File: src/rtl/score_display.sv
`default_nettype none
// ---------------------------------------------------------------------------
// score_display: draws the current and high BCD scores as 7-segment glyphs.
// Revision: 1.0
// ---------------------------------------------------------------------------
module score_display #(
  parameter int X0        = 16,
  parameter int Y0        = 8,
  parameter int ROW_PITCH = 32
) (
  input  logic        clk,
  input  logic        rst_n,
  input  logic [15:0] score,
  input  logic        game_start,
  input  logic        game_over,
  input  logic        frame_tick,
  input  logic [9:0]  hpos,
  input  logic [9:0]  vpos,
  input  logic        display_on,
  output logic        pixel_on,
  output logic [15:0] hi_score,
  output logic        new_high
);

  localparam logic [9:0] c_X_LEFT  = 10'(X0);
  localparam logic [9:0] c_X_RIGHT = 10'(X0 + 64);
  localparam logic [9:0] c_R0_TOP  = 10'(Y0);
  localparam logic [9:0] c_R0_BOT  = 10'(Y0 + 24);
  localparam logic [9:0] c_R1_TOP  = 10'(Y0 + ROW_PITCH);
  localparam logic [9:0] c_R1_BOT  = 10'(Y0 + ROW_PITCH + 24);

  logic [15:0] shadow_q, shadow_d;
  logic [4:0]  blink_q,  blink_d;
  logic [15:0] hi_q,     hi_d;
  logic        new_high_q, new_high_d;
  logic        pixel_on_q, pixel_on_d;

  // Segment set of a digit, ordered {a,b,c,d,e,f,g}; 10-15 are blank.
  function automatic logic [6:0] seg_decode(input logic [3:0] d);
    logic [6:0] s;
    case (d)
      4'h0:    s = 7'b1111110;
      4'h1:    s = 7'b0110000;
      4'h2:    s = 7'b1101101;
      4'h3:    s = 7'b1111001;
      4'h4:    s = 7'b0110011;
      4'h5:    s = 7'b1011011;
      4'h6:    s = 7'b1011111;
      4'h7:    s = 7'b1110000;
      4'h8:    s = 7'b1111111;
      4'h9:    s = 7'b1111011;
      default: s = 7'b0000000;
    endcase
    return s;
  endfunction

  // Which segment regions contain the cell-local point, ordered {a,b,c,d,e,f,g}.
  function automatic logic [6:0] seg_region(input logic [3:0] lx, input logic [4:0] ly);
    logic x_left, x_mid, x_right;
    logic y_top, y_upper, y_mid, y_lower, y_bot;
    x_left  = (lx < 4'd2);
    x_mid   = (lx >= 4'd2) && (lx < 4'd10);
    x_right = (lx >= 4'd10) && (lx < 4'd12);
    y_top   = (ly < 5'd2);
    y_upper = (ly >= 5'd2) && (ly < 5'd10);
    y_mid   = (ly >= 5'd10) && (ly < 5'd12);
    y_lower = (ly >= 5'd12) && (ly < 5'd20);
    y_bot   = (ly >= 5'd20) && (ly < 5'd22);
    return {y_top & x_mid, x_right & y_upper, x_right & y_lower, y_bot & x_mid,
            x_left & y_lower, x_left & y_upper, y_mid & x_mid};
  endfunction

  function automatic logic [3:0] nibble(input logic [15:0] v, input logic [1:0] idx);
    logic [3:0] n;
    case (idx)
      2'd3:    n = v[15:12];
      2'd2:    n = v[11:8];
      2'd1:    n = v[7:4];
      default: n = v[3:0];
    endcase
    return n;
  endfunction

  logic       w_in_x, w_in_r0, w_in_r1;
  logic [5:0] w_dx;
  logic [1:0] w_cell, w_idx;
  logic [3:0] w_lx;
  logic [4:0] w_ly0, w_ly1;
  logic [3:0] w_lz;

  assign w_in_x  = (hpos >= c_X_LEFT) && (hpos < c_X_RIGHT);
  assign w_in_r0 = (vpos >= c_R0_TOP) && (vpos < c_R0_BOT);
  assign w_in_r1 = (vpos >= c_R1_TOP) && (vpos < c_R1_BOT);
  assign w_dx    = 6'(hpos - c_X_LEFT);
  assign w_cell  = w_dx[5:4];
  assign w_lx    = w_dx[3:0];
  assign w_idx   = 2'd3 - w_cell;
  assign w_ly0   = 5'(vpos - c_R0_TOP);
  assign w_ly1   = 5'(vpos - c_R1_TOP);

  // Leading-zero suppression chain for row 0; digit 0 is never suppressed.
  assign w_lz[3] = (shadow_q[15:12] == 4'h0);
  assign w_lz[2] = w_lz[3] && (shadow_q[11:8] == 4'h0);
  assign w_lz[1] = w_lz[2] && (shadow_q[7:4] == 4'h0);
  assign w_lz[0] = 1'b0;

  logic [15:0] w_row_val;
  logic [4:0]  w_ly;
  logic        w_blank;
  logic [3:0]  w_digit;

  always_comb begin
    w_row_val = shadow_q;
    w_ly      = w_ly0;
    w_blank   = w_lz[w_idx];
    if (!w_in_r0 && w_in_r1) begin
      w_row_val = hi_q;
      w_ly      = w_ly1;
      w_blank   = new_high_q && blink_q[4];
    end
    w_digit    = nibble(w_row_val, w_idx);
    pixel_on_d = display_on && w_in_x && (w_in_r0 || w_in_r1) && !w_blank &&
                 (|(seg_decode(w_digit) & seg_region(w_lx, w_ly)));
  end

  always_comb begin
    shadow_d   = shadow_q;
    blink_d    = blink_q;
    hi_d       = hi_q;
    new_high_d = new_high_q;
    if (frame_tick) begin
      shadow_d = score;
      blink_d  = blink_q + 5'd1;
    end
    // game_over takes precedence over a coincident game_start.
    if (game_over) begin
      if (score > hi_q) begin
        hi_d       = score;
        new_high_d = 1'b1;
      end
    end else if (game_start) begin
      new_high_d = 1'b0;
    end
  end

  always_ff @(posedge clk or negedge rst_n) begin
    if (!rst_n) begin
      shadow_q   <= 16'h0000;
      blink_q    <= 5'd0;
      hi_q       <= 16'h0000;
      new_high_q <= 1'b0;
      pixel_on_q <= 1'b0;
    end else begin
      shadow_q   <= shadow_d;
      blink_q    <= blink_d;
      hi_q       <= hi_d;
      new_high_q <= new_high_d;
      pixel_on_q <= pixel_on_d;
    end
  end

  assign pixel_on = pixel_on_q;
  assign hi_score = hi_q;
  assign new_high = new_high_q;

endmodule
`default_nettype wire

File: config.mk
export PLATFORM = sky130hd
export DESIGN_NAME = score_display
export DESIGN_NICKNAME = d
export VERILOG_FILES = /design/src/rtl/score_display.sv
export SDC_FILE = /design/constraint.sdc
export NUM_CORES = 1
export LEC_CHECK = 0
export BUFFER_PORTS_ARGS = -buffer_cell sky130_fd_sc_hd__buf_4
export CAP_MARGIN = 0
export CELL_PAD_IN_SITES_DETAIL_PLACEMENT = 1
export CELL_PAD_IN_SITES_GLOBAL_PLACEMENT = 2
export CORE_MARGIN = 1.5
export CORE_UTILIZATION = 35
export DETAILED_ROUTE_END_ITERATION = 6
export GPL_TIMING_DRIVEN = 0
export HOLD_SLACK_MARGIN = 0.03
export PLACE_DENSITY_LB_ADDON = 0.1
export SLEW_MARGIN = 20
export SYNTH_ARGS = -nofsm -noshare
export SYNTH_HDL_FRONTEND = slang
export SYNTH_SLANG_ARGS = --single-unit
File: constraint.sdc
create_clock -name clk -period 3.4 [get_ports clk]
set_clock_uncertainty 0.2 [all_clocks]
set_input_delay 0 -clock clk [delete_from_list [all_inputs] [get_ports clk]]
set_output_delay 0 -clock clk [all_outputs]
set_load 0.03 [all_outputs]
==> summary.txt <==
port buffer count -> 59
area of the multi-input gates -> 0.00169 sq mm
All-Layer GR Usage -> 0.186
Slew Viols, Final -> 0
mean routed wirelength per cell -> 16.6 um
status -> finished clean
Seq pwr share -> 0.339
number of global-route vias before repair -> 2521
final period utilization -> 0.874
CTS clk-pin slew, worst paths -> 80 ps
critical-path cell list -> buf_4, inv_1, ha_1, nor4b_4, o211a_1, buf_6, mux2_1, a221oi_2, a21o_1, ha_1, a31oi_1, o311a_1, o32ai_1, a221o_1
dpl hpwl -> 5880 um
share of post-route cells with drive strength above 1 -> 0.320
Worst setup SP type -> input pin
Fill cells -> 853
Clock Tree Buf Depth -> 2
initial antenna violation count -> 0
Vias -> 2390
grt ovf -> 0
remaining antenna violation count after routing -> 0
nets@finish -> 425
clock power share -> 0.183
P_int -> 0.00137 W
vias per cell -> 5.25
Initial DRC Count -> 61
area delta synth->final -> 32.9%
P per Cell Area -> 624 mW/mm^2
Final Hold Viols -> 0
worst slew pin tran -> 699 ps
worst endpoint required time -> 3380 ps
Switching Share -> 0.406
Die Span Y -> 92.2 um
Synth warnings -> 0
Switch Pwr -> 0.000938 W
Placed Area -> 0.00336 sq mm
Post-Synthesis Net Count -> 337
row cnt -> 32
die area -> 0.00851 sq mm
Async S/R FF share, synth -> 1.00
Total Power Consumption -> 0.00231 W
Slew headroom -> 0.534
setup TNS -> 0 ps
HP Class -> input pin to asynchronous set/reset pin
Top Ports -> 60
number of diodes -> 0
total CTS buffers -> 5
top-area cell type share of the netlist area -> 0.350
CP max stage delay -> 360 ps
fmax -> 336 MHz
RePlAce Congestion -> 0.767
minimum clock period -> 2970 ps
Critical Path Fanout Max -> 8
max-cap violations -> 0
worst-skew pair later-pin latency -> 300 ps
Most used DFF post-synth -> dfrtp_1
Avg Cell Area, Syn -> 10.6 sq um
synth unique cells -> 55
CTS tree -> done
# setup viols final -> 0
largest net degree at the start of global routing -> 40
most used cell, CP -> ha_1
Reg area -> 976 sq um
Clock Sinks -> 39
Worst VDD drop -> 0.343 mV
Lkg Pwr -> 1.70 nW
CP Capture Type -> flop
starting density of the core -> 0.361
Core ar. -> 0.00773 sq mm
first-pass GRT wire length -> 12400 um
post-route cell area -> 0.00371 sq mm
Arrival @ worst endpoint -> 2960 ps
DIE WIDTH -> 92.2 um
CP max-delay cell -> nor4b_4
clock root cell -> clkbuf_8
Post-synth top cells -> dfrtp_1, ha_1, mux2_2
first drt pass iteration count -> 4
H-tree depth -> 2
Mapped Cells -> 264
top post-synthesis cells by area -> dfrtp_1, ha_1, mux2_2, inv_1, a221o_1
Synth area leader -> dfrtp_1
Post-Syn Area -> 0.00279 sq mm
count leader, synth -> dfrtp_1
RSZ-0062 raised after global routing -> false
DR DRC count -> 0
register area share after synthesis -> 0.350
Post-synth EDFFs -> 0
Setup Buffers After CTS -> 0
Comb pwr share -> 0.478
Seq cells post-synth -> 39
final WL -> 7530 um
WS Path Type -> input pin to flop
power groups by stage:
stage | Clock [W] | Combinational (W) | Sequential, W
floorplan | 0 | 0.000519 | 0.000949
global placement | 0 | 0.00107 | 0.000793
detailed placement | 0 | 0.00109 | 0.000795
CTS | 0.000437 | 0.00112 | 0.000787
global route | 0.000453 | 0.00121 | 0.000811
finish | 0.000422 | 0.00111 | 0.000785
logic make-up after synthesis:
group | Yosys count | synth area share
buf+inv | 33 | 0.0476
fa+ha+maj | 31 | 0.139
flops | 39 | 0.350
mux | 38 | 0.159
xor+xnor | 4 | 0.0126
simple gates | 56 | 0.120
compound gates | 63 | 0.172
final cells by class:
type,count,area share
Multi-Input combinational cell,192,0.455
Sequential cell,39,0.263
Timing Repair Buffer,81,0.179
Tap cell,102,0.0344
Inverter,25,0.0253
Clock buffer,6,0.0223
Clock inverter,2,0.0105
Buffer,8,0.0105
sequential cells by signal, summed over array words and instances, names as in the netlist:
| name | flops |
|---|---|
| blink_q | 5 |
| hi_score | 16 |
| new_high | 1 |
| pixel_on | 1 |
| shadow_q | 16 |
stage by stage:
stage | hold WS [ps] | setup WS, ps | instances | utilization
after floorplan | -496 | 507 | 264 | -
after global placement | -191 | 57.2 | 425 | 0.435
after detailed placement | -186 | 68.8 | 425 | 0.435
after CTS | 30.4 | 155 | 455 | 0.479
after global routing | 54.8 | 239 | 455 | 0.480
final | 11.0 | 427 | 455 | 0.480
critical path, delay by kind of cell:
| kind | cells | cell delay (ps) |
|---|---|---|
| AO/OA/AOI/OAI | 7 | 1460 |
| adder cells (fa/ha/maj) | 2 | 450 |
| AND/OR/NAND/NOR | 1 | 360 |
| multiplexers | 1 | 350 |
| buffers and inverters | 3 | 340 |
layer usage:
metal,up-vias,wire length [um],track usage
met5,-,0,0
met4,0,40,0.0308
met3,4,259,0.0365
met2,42,3520,0.299
met1,1181,3720,0.262
li1,1163,-,-
worst paths after layout:
path	from	to	slack [ps]	depth (start not counted)
min in group clk	hpos[3]	pixel_on	130	5
worst max register to register	hi_score[1]	hi_score[2]	450	11
max in group asynchronous	rst_n	new_high	2640	2
worst min-delay path	rst_n	shadow_q[12]	10	2
worst min register to register	blink_q[3]	blink_q[3]	270	1
worst max-delay path	vpos[4]	pixel_on	430	14
what timing repair did:
action                     CTS  global route
hold endpoints to repair    74             0
resized for setup            0             1
hold buffers                22             0
setup endpoints to repair    0             9
cell usage in the layout, fill, tap and decap left out, types with 9 or more instances in the layout:
| cell type | netlist | final |
|---|---|---|
| nand2_1 | 14 | 14 |
| ha_1 | 31 | 31 |
| dfrtp_1 | 39 | 39 |
| o21ai_0 | 11 | 11 |
| mux2_2 | 31 | 31 |
| nor2_1 | 9 | 9 |
| a21oi_1 | 11 | 11 |
| inv_1 | 25 | 25 |
| dlygate4sd3_1 | 0 | 22 |
| buf_4 | 0 | 59 |
No activity file was read; power rests on OpenSTA's default activity.
